## src/rtl/bram_arbiter.sv

```systemverilog
// bram_arbiter: two-master / one-slave arbiter in front of the shared bram.
// Master 0 is the CPU and master 1 is an auxiliary bus master. Both speak the
// FemtoRV32 memory protocol. A request that is not contested is granted in its
// strobe cycle, so it adds zero wait states. A request that loses contention is
// parked for one cycle and reported through the master's busy outputs.
// Optional macro ARB_FIXED_PRIO_EN: when defined, master 0 always wins
// contention and the round-robin pointer is removed.
module bram_arbiter #(
   parameter int ADDR_W  = 32,
   parameter int RR_INIT = 0
) (
   input  logic              clk,
   input  logic              resetn,
   input  logic [ADDR_W-1:0] m0_addr,
   input  logic [31:0]       m0_wdata,
   input  logic [3:0]        m0_wmask,
   input  logic              m0_rstrb,
   output logic [31:0]       m0_rdata,
   output logic              m0_rbusy,
   output logic              m0_wbusy,
   input  logic [ADDR_W-1:0] m1_addr,
   input  logic [31:0]       m1_wdata,
   input  logic [3:0]        m1_wmask,
   input  logic              m1_rstrb,
   output logic [31:0]       m1_rdata,
   output logic              m1_rbusy,
   output logic              m1_wbusy,
   output logic [ADDR_W-1:0] s_addr,
   output logic [31:0]       s_wdata,
   output logic [3:0]        s_wmask,
   output logic              s_rstrb,
   input  logic [31:0]       s_rdata
);

   typedef enum logic [1:0] {RET_NONE, RET_M0, RET_M1} ret_e;

   // Both masters are gathered into arrays so that per-master logic is written once.
   logic [ADDR_W-1:0] req_addr [2];
   logic [31:0]       req_wdata [2];
   logic [3:0]        req_wmask [2];
   logic [1:0]        req_strb;

   logic [1:0]        live, cand, gnt, cand_rd;
   logic [ADDR_W-1:0] cand_addr [2];
   logic [31:0]       cand_wdata [2];
   logic [3:0]        cand_wmask [2];

   logic              pend_q [2];
   logic [ADDR_W-1:0] pend_addr_q [2];
   logic [31:0]       pend_wdata_q [2];
   logic [3:0]        pend_wmask_q [2];
   logic              pend_rd_q [2];
   logic [31:0]       hold_q [2];

   logic [ADDR_W-1:0] last_addr_q;
   logic [31:0]       last_wdata_q;
   ret_e              ret_q, ret_d;
   logic              any_gnt, sel;

   assign req_addr[0]  = m0_addr;
   assign req_addr[1]  = m1_addr;
   assign req_wdata[0] = m0_wdata;
   assign req_wdata[1] = m1_wdata;
   assign req_wmask[0] = m0_wmask;
   assign req_wmask[1] = m1_wmask;
   assign req_strb     = {m1_rstrb, m0_rstrb};

   // Candidate per master: a parked request always shadows the live port.
   // Live requests are masked while reset is held, so the slave strobes drop at once.
   for (genvar gi = 0; gi < 2; gi++) begin : g_cand
      assign live[gi]       = resetn & (req_strb[gi] | (|req_wmask[gi]));
      assign cand[gi]       = pend_q[gi] | live[gi];
      assign cand_addr[gi]  = pend_q[gi] ? pend_addr_q[gi]  : req_addr[gi];
      assign cand_wdata[gi] = pend_q[gi] ? pend_wdata_q[gi] : req_wdata[gi];
      assign cand_wmask[gi] = pend_q[gi] ? pend_wmask_q[gi] : req_wmask[gi];
      // A strobe that arrives together with a write mask is treated as a write.
      assign cand_rd[gi]    = pend_q[gi] ? pend_rd_q[gi]    : ~(|req_wmask[gi]);
   end

`ifdef ARB_FIXED_PRIO_EN
   assign gnt[0] = cand[0];
   assign gnt[1] = cand[1] & ~cand[0];
`else
   logic rr_q, rr_d;

   assign gnt[0] = cand[0] & (~cand[1] | ~rr_q);
   assign gnt[1] = cand[1] & (~cand[0] |  rr_q);

   // The pointer moves only on contention, and it moves to the master that lost.
   always_comb begin
      rr_d = rr_q;
      if (cand[0] && cand[1]) rr_d = ~rr_q;
   end

   // Round-robin pointer register.
   always_ff @(posedge clk or negedge resetn) begin
      if (!resetn) rr_q <= (RR_INIT != 0);
      else         rr_q <= rr_d;
   end
`endif

   assign any_gnt = |gnt;
   assign sel     = gnt[1];

   // Slave port is a combinational mux on the granted candidate; the address and
   // data hold their last granted values while the port is idle.
   always_comb begin
      s_addr  = last_addr_q;
      s_wdata = last_wdata_q;
      s_wmask = 4'b0000;
      s_rstrb = 1'b0;
      ret_d   = RET_NONE;
      if (any_gnt) begin
         s_addr  = cand_addr[sel];
         s_wdata = cand_wdata[sel];
         if (cand_rd[sel]) begin
            s_rstrb = 1'b1;
            ret_d   = sel ? RET_M1 : RET_M0;
         end else begin
            s_wmask = cand_wmask[sel];
         end
      end
   end

   // Park losing live requests, retire parked ones when granted, route read returns.
   // A new request from a master that is already parked is dropped.
   always_ff @(posedge clk or negedge resetn) begin
      if (!resetn) begin
         for (int k = 0; k < 2; k++) begin
            pend_q[k]       <= 1'b0;
            pend_addr_q[k]  <= '0;
            pend_wdata_q[k] <= '0;
            pend_wmask_q[k] <= '0;
            pend_rd_q[k]    <= 1'b0;
            hold_q[k]       <= '0;
         end
         last_addr_q  <= '0;
         last_wdata_q <= '0;
         ret_q        <= RET_NONE;
      end else begin
         for (int k = 0; k < 2; k++) begin
            if (pend_q[k]) begin
               if (gnt[k]) pend_q[k] <= 1'b0;
            end else if (live[k] && !gnt[k]) begin
               pend_q[k]       <= 1'b1;
               pend_addr_q[k]  <= req_addr[k];
               pend_wdata_q[k] <= req_wdata[k];
               pend_wmask_q[k] <= req_wmask[k];
               pend_rd_q[k]    <= ~(|req_wmask[k]);
            end
         end
         if (ret_q == RET_M0) hold_q[0] <= s_rdata;
         if (ret_q == RET_M1) hold_q[1] <= s_rdata;
         if (any_gnt) begin
            last_addr_q  <= s_addr;
            last_wdata_q <= s_wdata;
         end
         ret_q <= ret_d;
      end
   end

   assign m0_rdata = (ret_q == RET_M0) ? s_rdata : hold_q[0];
   assign m1_rdata = (ret_q == RET_M1) ? s_rdata : hold_q[1];
   assign m0_rbusy = pend_q[0] &  pend_rd_q[0];
   assign m0_wbusy = pend_q[0] & ~pend_rd_q[0];
   assign m1_rbusy = pend_q[1] &  pend_rd_q[1];
   assign m1_wbusy = pend_q[1] & ~pend_rd_q[1];

endmodule

```

## config.mk

```make
export PLATFORM = sky130hd
export DESIGN_NAME = bram_arbiter
export DESIGN_NICKNAME = d
export VERILOG_FILES = /design/src/rtl/bram_arbiter.sv
export SDC_FILE = /design/constraint.sdc
export NUM_CORES = 1
export LEC_CHECK = 0
export CAP_MARGIN = 20
export CORE_UTILIZATION = 50
export CTS_CLUSTER_SIZE = 12
export DETAILED_ROUTE_END_ITERATION = 8
export GPL_TIMING_DRIVEN = 1
export PLACE_DENSITY = 0.85
export SKIP_CTS_REPAIR_TIMING = 1
export SLEW_MARGIN = 20
export SYNTH_ARGS = -nofsm -noshare
export SYNTH_HDL_FRONTEND = slang
export SYNTH_SLANG_ARGS = --single-unit
export TNS_END_PERCENT = 20
```

## constraint.sdc

```tcl
create_clock -name clk -period 5.6 [get_ports clk]
set_input_delay 1.4 -clock clk [delete_from_list [all_inputs] [get_ports clk]]
set_output_delay 1.4 -clock clk [all_outputs]
set_load 0.005 [all_outputs]
```

==> results of run 1 <==
-- metal layers --
| metal | vias to the layer above | global-route usage |
|---|---|---|
| met2 | 384 | 0.4591 |
| met4 | 2 | 0.1093 |
| met3 | 86 | 0.06705 |
| met5 | - | 0 |
| li1 | 4718 | - |
| met1 | 5129 | 0.3235 |
-- kinds of logic after synthesis --
logic type,count (synthesis),synth area share
flip-flops,271,0.5120
buffers and inverters,108,0.03571
XOR/XNOR,1,0.0006614
AND/OR/NAND/NOR,225,0.1006
AO/OA/AOI/OAI,208,0.1237
multiplexers,272,0.2274
-- worst max path at each step --
stage / from / endpoint / cells past startpoint
after CTS: m1_wmask[1] / s_addr[22] / 7
after detailed placement: m1_wmask[1] / s_addr[29] / 7
after global routing: m0_wmask[1] / s_wdata[27] / 8
after floorplan: m1_wmask[1] / s_addr[0] / 7
final: m0_wmask[1] / s_wdata[27] / 8
after global placement: m1_wmask[1] / s_addr[29] / 7
-- layout make-up --
type	instances	area [um^2]	area share
Clock buffer	46	889.6	0.04935
Tap cell	335	419.2	0.02325
Clock inverter	5	78.83	0.004373
Timing Repair Buffer	375	3755	0.2083
Antenna cell	2	5.005	0.0002776
Multi-Input combinational cell	706	6076	0.3370
Inverter	4	15.01	0.0008329
Sequential cell	271	6789	0.3766
-- worst register-to-register path, delay by kind of cell (launching register included) --
| family | cells | cell delay, ns |
|---|---|---|
| flip-flops | 1 | 0.78 |
| AO/OA/AOI/OAI | 2 | 0.51 |
| buffers and inverters | 3 | 0.43 |
| AND/OR/NAND/NOR | 2 | 0.81 |
-- cells in the final DEF, fill, tap and decap left out, drive strengths merged, types with 2 or more instances in the layout --
cell type        n
o21ai            2
or2              3
and3            64
o31ai          129
inv              5
a21oi            5
nand2            6
diode            2
nand2b           2
nand3           66
a221oi          64
clkdlybuf4s50  306
dfrtp          271
clkbuf          46
nor2b           71
buf             68
and2             5
mux2i           68
or4              2
bufinv           2
mux2           204
clkinv           2
-- power by group through the flow --
stage                     combinational (W)  sequential, W  clock, W
final                               0.00465        0.00346   0.00194
after global routing                0.00503        0.00357   0.00205
after CTS                           0.00467        0.00345   0.00198
after detailed placement            0.00463        0.00347         0
after global placement              0.00449        0.00339         0
after floorplan                     0.00261        0.00324         0
-- sequential cells by signal, summed over array words and instances, names as in the netlist --
| name | count |
|---|---|
| hold_q | 64 |
| last_addr_q | 32 |
| last_wdata_q | 32 |
| pend_addr_q | 64 |
| pend_q | 2 |
| pend_rd_q | 2 |
| pend_wdata_q | 64 |
| pend_wmask_q | 8 |
| ret_q | 2 |
| rr_q | 1 |
-- metrics by stage --
stage / instances / setup WS (ns) / setup TNS [ns] / total power [W]
global route: 1743 / -0.03829 / -0.3238 / 0.01065
floorplan: 1085 / 1.171 / 0 / 0.005849
CTS: 1742 / -0.05219 / -0.4721 / 0.01009
global placement: 1691 / -0.02826 / -0.02826 / 0.007883
finish: 1744 / 0.07211 / 0 / 0.01005
detailed placement: 1691 / -0.04931 / -0.1346 / 0.008099
==> Implementation_results.wiki, run 1 <==
{| class="wikitable"
! Metric !! Value
|-
| Critical path capture point type || primary output
|-
| Required time of the worst setup path || 4.20 ns
|-
| Count of filler cells inserted in the layout || roughly 1.9k
|-
| Peak Freq || 0.1809 GHz
|-
| Worst hold path class || flop to flop
|-
| Setup repair after global routing missed its margin || true
|-
| Launching element type of the critical path || primary input
|-
| Via density per instance || just under 6
|-
| Detailed placer's ending HPWL || 25,030 um
|-
| Switch share || 0.3235
|-
| Worst Max-Slew Pin Slew || 0.8735 ns
|-
| Summed area of non-filler cells in the final layout || 18,030 um^2
|-
| Worst path buffer plus inverter count || 4
|-
| # setup viols final || 0
|-
| Wire length per cell after detailed routing || 21.19 um
|-
| Final max-slew violation count || 0
|-
| Pin count of the biggest net entering global routing || 151
|-
| Antenna Violating Nets Remaining || 0
|-
| Final weighted congestion in routability-driven placement || between 0.8 and 0.9
|-
| Outcome || finished, final reports clean
|-
| Net count of the finished layout || between 1.5k and 2k
|-
| Met3 routed WL || approximately 2800 um
|-
| Sequential share of power || 0.344
|-
| Cell with the most instances after synthesis || sky130_fd_sc_hd__dfrtp_1
|-
| CTS tree || done
|-
| Clock buffer depth || 3
|-
| Die Width || 164.8 um
|-
| Mapped cell area || 13,250 um^2
|-
| Remaining Overflow, GRT || 0
|-
| Leakage Power || 7.516 nW
|-
| Main synth FF type || sky130_fd_sc_hd__dfrtp_1
|-
| Cell internal power dissipation || roughly 0.0068 W
|-
| Met1 wire length || between 10,000 and 15,000 um
|-
| Share of layout cells above drive strength 1 || 0.2402
|-
| Synthesized instance count || around 1.1k
|-
| Full die area || ~27,000 um^2
|-
| Total of buffers placed on input and output ports || 308
|-
| Level count of the clock H-tree || 1
|-
| Clock sink total || 271
|-
| Type of the worst setup path || primary input to primary output
|-
| Worst reg2reg path endpoint || last_wdata_q[27]
|-
| Detailed route wirelength on metal2 || between 15,000 and 20,000 um
|-
| Total routing usage reported by global routing || 0.2689
|-
| Fraction of registers with async set/reset || 1.000
|-
| Number of violations of the max-capacitance limit || 0
|-
| Reg-to-reg slack, setup || 2.94 ns
|-
| TritonRoute pass-1 iters || 5
|-
| Post-route DRC violation count || 0
|-
| Detailed Route Iter0 Violations || between 800 and 900
|-
| Leading area contributor after synthesis || sky130_fd_sc_hd__dfrtp_1
|-
| Worst rel slew slack || 0.4177
|-
| Worst setup skew after layout || 0.007206 ns
|-
| WHS Endpoint || hold_q[9]
|-
| Number of vias after detailed routing || approximately 10k
|-
| Hold Startpoint || hold_q[9]
|-
| Synthesized netlist net count || ~1.3k
|-
| Net Sw Power || 0.003250 W
|-
| Vias in the first global route || roughly 11k
|-
| Arrival @ worst endpoint || about 4.1 ns
|-
| Highest signal layer in the routed design || met5
|-
| Stage delay of the slowest cell on the critical path || slightly below 0.6 ns
|-
| Die Y-Extent || 164.8 um
|-
| Ratio of total power to cell area || ~560 nW/um^2
|-
| First-pass GRT wire length || about 57,000 um
|-
| Largest cells by area after synthesis || sky130_fd_sc_hd__dfrtp_1 (51%), sky130_fd_sc_hd__mux2_2 (17%), sky130_fd_sc_hd__o31ai_1 (7.3%)
|-
| Yosys top cell area share || 0.5120
|-
| Most instantiated cells after synthesis || sky130_fd_sc_hd__dfrtp_1 (271), sky130_fd_sc_hd__mux2_2 (195), sky130_fd_sc_hd__o31ai_1 (129)
|-
| Avg Synthesized Cell Area || roughly 12 um^2
|-
| Starting utilization of the core area || 0.5083
|-
| YS warnings || 0
|-
| Share of power burned in combinational logic || 0.463
|-
| CTS clk-pin slew, worst paths || ~0.060 ns
|-
| Largest delay contributor family on the critical path || buffers and inverters
|-
| Synth Register Bits || 271
|-
| Maximum fanout along the worst path || 18
|-
| Shortest period the worst path allows || around 5.5 ns
|-
| Maximum resistive drop on vdd || between 300 and 400 uV
|-
| Root cell of the clock tree || sky130_fd_sc_hd__clkbuf_16
|-
| Final worst-path cycle share || 0.9871
|-
| Synth cell types || 38
|-
| Number of synthesized flops with an enable pin || 0
|-
| Area of placed instances || 17,010 um^2
|-
| Min Hold Slack || 0.4943 ns
|-
| Area inside the core boundary || approximately 26,000 um^2
|-
| Finished Core Util || 0.6918
|-
| Worst reg2reg startpoint || pend_q[0]
|-
| Slowest library cell on the worst path || sky130_fd_sc_hd__or4_4
|-
| Clk_lat worst skew || around 0.54 ns
|-
| Post-Route WL || around 37,000 um
|-
| Number of hold violations in the final report || 0
|-
| Portion of the post-synthesis area used by sequential elements || 0.5120
|-
| TritonCTS buffer count || 29
|-
| Number of cell instances on the worst register-to-register path || 7
|-
| Area growth from synthesis to final layout || 36.10%
|-
| WHS Path Cells || 1
|-
| Number of placed I/O pins || 309
|-
| Clk pwr share || 0.193
|-
| Critical-path cell list || clkdlybuf4s50_1, or4_4, o41ai_4, and2_4, buf_12, buf_12, o31ai_1, clkdlybuf4s50_1
|-
| Number of placement rows || 59
|-
| Initial antenna violation count || 3
|}
No activity file was read; power rests on OpenSTA's default activity.
==> run 2: changes to the inputs <==
CORE_MARGIN = 4   (was unset)
==> run 2 against run 1 <==
Net effect: sequential share of layout area grew 0.36 points; first-iteration DRC count shrank 23%; register-to-register slack lost 0.02 ns; core utilization shrank 0.65 points; clock power is essentially flat; critical path depth is the same.
==> Implementation_results.wiki, run 2 (synthesis gave the netlist of run 1 again) <==
{| class="wikitable"
! Metric !! Value
|-
| First-pass GRT wire length || 58,200 um (+2.2%)
|-
| Level count of the clock H-tree || 1 (unchanged)
|-
| Outcome || finished, final reports clean
|-
| Worst path buffer plus inverter count || 4 (unchanged)
|-
| Post-Route WL || 37,210 um (+0.70%)
|-
| Most common library cell in the layout ignoring fill and taps || sky130_fd_sc_hd__clkdlybuf4s50_1
|-
| Most common cell type on the critical path || sky130_fd_sc_hd__clkdlybuf4s50_1
|-
| Critical Path Start || m1_wmask[1]
|-
| Number of vias after detailed routing || 10.40k (+0.77%)
|-
| CTS clk-pin slew, worst paths || 0.06 ns (about the same)
|-
| Full die area || 29,160 um^2 (+7.4%)
|-
| Finished Core Util || 0.6853 (-0.006482)
|-
| Peak Freq || 0.1815 GHz (+0.35%)
|-
| Worst rel slew slack || 0.3555 (-0.06213)
|-
| Worst setup skew after layout || 0.01347 ns (+0.006266 ns)
|-
| Maximum resistive drop on vdd || 402.3 uV (+4.7%)
|-
| Hold Startpoint || hold_q[24]
|-
| Antenna Violating Nets Remaining || 0 (unchanged)
|-
| Total routing usage reported by global routing || 0.2472 (-0.02171)
|-
| TritonCTS buffer count || 29 (unchanged)
|-
| Post-route setup slack || 0.09118 ns (+0.01907 ns)
|-
| Cell Count Post-Placement || 1,669 (-1.3%)
|-
| Detailed Route Iter0 Violations || 622 (-23%)
|-
| Arrival @ worst endpoint || 4.11 ns (-0.02 ns)
|-
| Final worst-path cycle share || 0.9837 (-0.003405)
|-
| Shortest period the worst path allows || 5.509 ns (-0.01907 ns)
|-
| CTS tree || done
|-
| Root cell of the clock tree || sky130_fd_sc_hd__clkbuf_16
|-
| Post-Place Setup Slack || -0.1172 ns (-0.06785 ns)
|-
| Number of cell instances on the worst register-to-register path || 5 (-2)
|-
| Number of cells in the finished layout apart from fillers || 1,731 (-0.75%)
|-
| Worst hold path class || flop to flop
|-
| Number of placement rows || 59 (unchanged)
|-
| Wire length per cell after detailed routing || 21.50 um (+1.5%)
|-
| Number of hold violations in the final report || 0 (unchanged)
|-
| Worst reg2reg startpoint || pend_q[1]
|-
| Critical path capture point type || primary output
|-
| Launching element type of the critical path || primary input
|-
| Area growth from synthesis to final layout || 34.83%
|-
| Share of layout cells above drive strength 1 || 0.2261 (-0.01410)
|-
| Critical-path cell list || clkdlybuf4s50_1, or4_4, o41ai_4, buf_4, buf_12, nand3_1, o31ai_1, clkdlybuf4s50_1
|-
| Total of buffers placed on input and output ports || 308 (unchanged)
|-
| Largest delay contributor family on the critical path || buffers and inverters
|-
| Commonest non-fill, non-tap cells in the layout || sky130_fd_sc_hd__clkdlybuf4s50_1 (307), sky130_fd_sc_hd__dfrtp_1 (269), sky130_fd_sc_hd__mux2_2 (195)
|-
| Maximum fanout along the worst path || 29 (+11)
|-
| Clk_lat worst skew || 0.55 ns (about the same)
|-
| Final max-slew violation count || 0 (unchanged)
|-
| Initial antenna violation count || 4 (+1)
|-
| Slowest library cell on the worst path || sky130_fd_sc_hd__or4_4
|-
| Clock sink total || 271 (unchanged)
|-
| Vias in the first global route || 10.72k (+0.084%)
|-
| Total Power Consumption || 0.009935 W (-1.1%)
|-
| Die Width || 170.8 um (+3.6%)
|-
| WHS Path Cells || 1 (unchanged)
|-
| Stage delay of the slowest cell on the critical path || 0.61 ns (+0.02 ns)
|-
| Required time of the worst setup path || 4.20 ns (about the same)
|-
| Largest registers in the final layout || hold_q (64), pend_addr_q (64), pend_wdata_q (64)
|-
| Starting utilization of the core area || 0.5083 (unchanged)
|-
| Post-route DRC violation count || 0 (unchanged)
|-
| Final weighted congestion in routability-driven placement || 0.8450 (+2.9%)
|-
| Levels on crit path || 8 (unchanged)
|-
| Leakage Power || 7.410 nW (-1.4%)
|-
| Number of placed I/O pins || 309 (unchanged)
|-
| Area inside the core boundary || 26,060 um^2 (unchanged)
|-
| Number of violations of the max-capacitance limit || 0 (unchanged)
|-
| Die Y-Extent || 170.8 um (+3.6%)
|-
| Type of the worst setup path || primary input to primary output
|-
| TritonRoute pass-1 iters || 5 (unchanged)
|-
| Clock buffer depth || 3 (unchanged)
|-
| Detailed placer's ending HPWL || 25,020 um (about the same)
|-
| Remaining Overflow, GRT || 0 (unchanged)
|-
| Ratio of total power to cell area || 556.3 nW/um^2 (-0.20%)
|-
| Pin count of the biggest net entering global routing || 89 (-41%)
|-
| Net count of the finished layout || 1,544 (-0.96%)
|-
| Worst Max-Slew Pin Slew || 0.9667 ns (+0.09320 ns)
|-
| Via density per instance || 6.007 (+1.5%)
|-
| # setup viols final || 0 (unchanged)
|}
[run 2: cell count changes in the layout (fill, tap and decap cells not counted), sizes merged]
cell           change
and2               +1
buf               -17
clkbuf             +1
clkdlybuf4s50      +1
clkinv             +1
diode              +1
dlymetal6s2s       -1
[run 2: metrics by stage]
step / setup TNS, ns / hold WS [ns] / instance area, um^2
2_1_floorplan: 0 / 0.4645 / 13250
3_3_place_gp: -0.8874 / 0.4756 / 16800
3_5_place_dp: -2.650 / 0.4838 / 16800
4_1_cts: -3.613 / 0.4977 / 17750
5_1_grt: -0.0005862 / 0.5056 / 17860
6_report: 0 / 0.4930 / 17860
[run 2: path summary, 6_finish.rpt]
path                               endpoint  slack (ns)
setup / recovery                  s_addr[4]        0.09
hold / removal                   hold_q[24]        0.49
setup reg to reg            last_addr_q[17]        2.92
min in group asynchronous  pend_wdata_q[52]        0.69
max in group asynchronous   pend_addr_q[48]        2.95
hold reg to reg                  hold_q[24]        0.49
[run 2: worst reg2reg max path, cell delays in order, from the launching register on]
cell and delay, ns:
sky130_fd_sc_hd__dfrtp_4 1.00, sky130_fd_sc_hd__inv_2 0.54, sky130_fd_sc_hd__and2_2 0.38, sky130_fd_sc_hd__buf_4 0.16, sky130_fd_sc_hd__clkbuf_16 0.20, sky130_fd_sc_hd__o31ai_1 0.30
[run 2: per-layer routing]
metal  GRT usage  up-vias  part of all wire
met3     0.05938       90             0.084
met4     0.09479        4             0.039
met5           0        -           0.00075
met1      0.3213     5223              0.41
li1            -     4690                 -
met2      0.4034      391              0.47
[run 2: area by class of cell]
cell class	count	area, um^2
Tap cell	335	419.2
Fill cell	1873	8200
Timing Repair Buffer	359	3632
Clock inverter	6	83.83
Clock buffer	46	859.6
Multi-Input combinational cell	707	6052
Sequential cell	271	6789
Inverter	4	15.01
Antenna cell	3	7.507
[run 2: where the power goes]
part	leakage (nW)	internal (W)	switching, W	total [W]
logic	3.73	0.00263	0.00195	0.00458
registers	3.22	0.00295	0.000493	0.00344
clock network	0.464	0.00114	0.000777	0.00191
==> run 3: changes to the inputs <==
CORE_MARGIN = 5   (was 4)
CORE_UTILIZATION = 55   (was 50)
PLACE_DENSITY = 0.92   (was 0.85)
==> run 3 against run 2 <==
Net effect: setup slack worse by 0.065 ns; critical path type unchanged; sequential share of layout area decreased by 0.23 points; combinational power rose by 3%.
==> Implementation_results.wiki, run 3 (synthesis gave the netlist of run 1 again) <==
{| class="wikitable"
! Metric !! Value
|-
| Stage delay of the slowest cell on the critical path || 0.59 ns (-0.02 ns)
|-
| Via density per instance || 6.264 (+4.3%)
|-
| Starting utilization of the core area || 0.5609 (+0.05265)
|-
| Pin count of the biggest net entering global routing || 191 (+110%)
|-
| Post-Route WL || 39,930 um (+7.3%)
|-
| TritonRoute pass-1 iters || 5 (unchanged)
|-
| Reg area || 6789 um^2 (unchanged)
|-
| Commonest non-fill, non-tap cells in the layout || sky130_fd_sc_hd__clkdlybuf4s50_1 (299), sky130_fd_sc_hd__dfrtp_1 (269), sky130_fd_sc_hd__mux2_2 (195)
|-
| Largest registers in the final layout || hold_q (64), pend_addr_q (64), pend_wdata_q (64)
|-
| Clock sink total || 271 (unchanged)
|-
| Maximum fanout along the worst path || 50 (+72%)
|-
| Critical path capture point type || primary output
|-
| Area growth from synthesis to final layout || 35.64%
|-
| Root cell of the clock tree || sky130_fd_sc_hd__clkbuf_16
|-
| Share of layout cells above drive strength 1 || 0.2346 (+0.008446)
|-
| Die Width || 165.2 um (-3.3%)
|-
| Final total negative setup slack || 0 ns (unchanged)
|-
| Leakage Power || 7.537 nW (+1.7%)
|-
| Number of placement rows || 56 (-5.1%)
|-
| Ratio of total power to cell area || 565.2 nW/um^2 (+1.6%)
|-
| Count of filler cells inserted in the layout || 1,371 (-27%)
|-
| Number of vias after detailed routing || 10.74k (+3.3%)
|-
| Shortest period the worst path allows || 5.574 ns (+0.06473 ns)
|-
| CTS tree || done
|-
| Number of hold violations in the final report || 0 (unchanged)
|-
| Final worst-path cycle share || 0.9953 (+0.01156)
|-
| Critical-path cell list || clkdlybuf4s50_1, or4_4, o22a_4, buf_12, buf_12, and3_1, o31ai_1, clkdlybuf4s50_1
|-
| Area inside the core boundary || 23,610 um^2 (-9.4%)
|-
| Summed area of non-filler cells in the final layout || 17,970 um^2 (+0.60%)
|-
| Total routing usage reported by global routing || 0.2809 (+0.03371)
|-
| Detailed Route Iter0 Violations || 793 (+27%)
|-
| # setup viols final || 0 (unchanged)
|-
| Final max-slew violation count || 0 (unchanged)
|-
| Total of buffers placed on input and output ports || 308 (unchanged)
|-
| First-pass GRT wire length || 60,790 um (+4.4%)
|-
| Worst hold path class || flop to flop
|-
| Wire length per cell after detailed routing || 23.29 um (+8.3%)
|-
| Antenna Violating Nets Remaining || 0 (unchanged)
|-
| Required time of the worst setup path || 4.20 ns (about the same)
|-
| Clock buffer depth || 3 (unchanged)
|-
| Remaining Overflow, GRT || 0 (unchanged)
|-
| Number of violations of the max-capacitance limit || 0 (unchanged)
|-
| Area of placed instances || 16,820 um^2 (about the same)
|-
| Die Y-Extent || 165.2 um (-3.3%)
|-
| Slowest library cell on the worst path || sky130_fd_sc_hd__or4_4
|-
| Type of the worst setup path || primary input to primary output
|-
| Post-route DRC violation count || 0 (unchanged)
|-
| Post-Place Setup Slack || -0.06559 ns (+0.05157 ns)
|-
| Setup repair after global routing missed its margin || true
|-
| Initial antenna violation count || 3 (-1)
|-
| Outcome || finished, final reports clean
|-
| Most common library cell in the layout ignoring fill and taps || sky130_fd_sc_hd__clkdlybuf4s50_1
|-
| Worst setup skew after layout || 0.02068 ns (+0.007207 ns)
|-
| Detailed placer's ending HPWL || 26,080 um (+4.2%)
|-
| Final weighted congestion in routability-driven placement || 0.8276 (-2.1%)
|-
| Number of placed I/O pins || 309 (unchanged)
|-
| Area occupied by multi-input gates || 6098 um^2 (+0.77%)
|-
| Net count of the finished layout || 1,548 (+0.26%)
|-
| Worst Max-Slew Pin Slew || 0.9024 ns (-0.06427 ns)
|-
| Worst rel slew slack || 0.3984 (+0.04284)
|-
| Largest delay contributor family on the critical path || buffers and inverters
|-
| Level count of the clock H-tree || 1 (unchanged)
|-
| TritonCTS buffer count || 30 (+3.4%)
|-
| Number of cells in the finished layout apart from fillers || 1,715 (-0.92%)
|-
| Clk_lat worst skew || 0.55 ns (about the same)
|-
| Peak Freq || 0.1794 GHz (-1.2%)
|-
| Arrival @ worst endpoint || 4.17 ns (+0.06 ns)
|-
| Worst path buffer plus inverter count || 4 (unchanged)
|-
| Maximum resistive drop on vdd || 306.4 uV (-24%)
|-
| Launching element type of the critical path || primary input
|-
| CTS clk-pin slew, worst paths || 0.05 ns (about the same)
|-
| Min Hold Slack || 0.4957 ns (+0.002744 ns)
|-
| Post-route setup slack || 0.02645 ns (-0.06473 ns)
|-
| Cell Count Post-Placement || 1,656 (-0.78%)
|-
| Vias in the first global route || 11.33k (+5.7%)
|-
| Full die area || 27,290 um^2 (-6.4%)
|}
==> run 3: layer usage <==
layer / GRT usage / vias up / share of wire
li1: - / 4693 / -
met5: 0 / - / 0.00033
met4: 0.1210 / 2 / 0.041
met3: 0.06701 / 132 / 0.085
met2: 0.4824 / 513 / 0.50
met1: 0.3381 / 5402 / 0.37
==> run 3: final timing paths <==
| path | from | end | slack, ns | depth (start not counted) |
|---|---|---|---|---|
| worst min-delay path | hold_q[57] | hold_q[57] | 0.50 | 1 |
| worst max register to register | pend_q[1] | pend_wmask_q[3] | 2.90 | 5 |
| min in group asynchronous | resetn | pend_wdata_q[32] | 0.69 | 1 |
| worst max-delay path | m1_wmask[0] | s_addr[9] | 0.03 | 8 |
| max in group asynchronous | resetn | pend_addr_q[2] | 3.68 | 3 |
| worst min register to register | hold_q[57] | hold_q[57] | 0.50 | 1 |
==> run 3: metrics by stage <==
| step | power [W] | utilization |
|---|---|---|
| floorplan | 0.005849 | - |
| global placement | 0.007825 | 0.7122 |
| detailed placement | 0.008086 | 0.7122 |
| CTS | 0.01013 | 0.7533 |
| global route | 0.01071 | 0.7609 |
| finish | 0.01016 | 0.7609 |
==> run 3: worst reg2reg max path, cell delays in order, from the launching register on <==
cell and delay [ns]:
sky130_fd_sc_hd__dfrtp_4 0.43, sky130_fd_sc_hd__buf_4 0.60, sky130_fd_sc_hd__or3_1 0.25, sky130_fd_sc_hd__nor4b_4 0.21, sky130_fd_sc_hd__buf_4 0.66, sky130_fd_sc_hd__mux2_2 0.43
==> run 3: final cells by class <==
class                           count  area share
Clock buffer                       43     0.04791
Sequential cell                   271      0.3779
Antenna cell                        2   0.0002786
Timing Repair Buffer              363      0.2053
Inverter                            4   0.0008357
Clock inverter                      7    0.006129
Tap cell                          319     0.02222
Multi-Input combinational cell    706      0.3394
==> run 3: report_power, final <==
| group | switching, W | internal (W) |
|---|---|---|
| clock network | 0.000770 | 0.00119 |
| logic | 0.00210 | 0.00265 |
| registers | 0.000496 | 0.00295 |
| total | 0.00336 | 0.00679 |
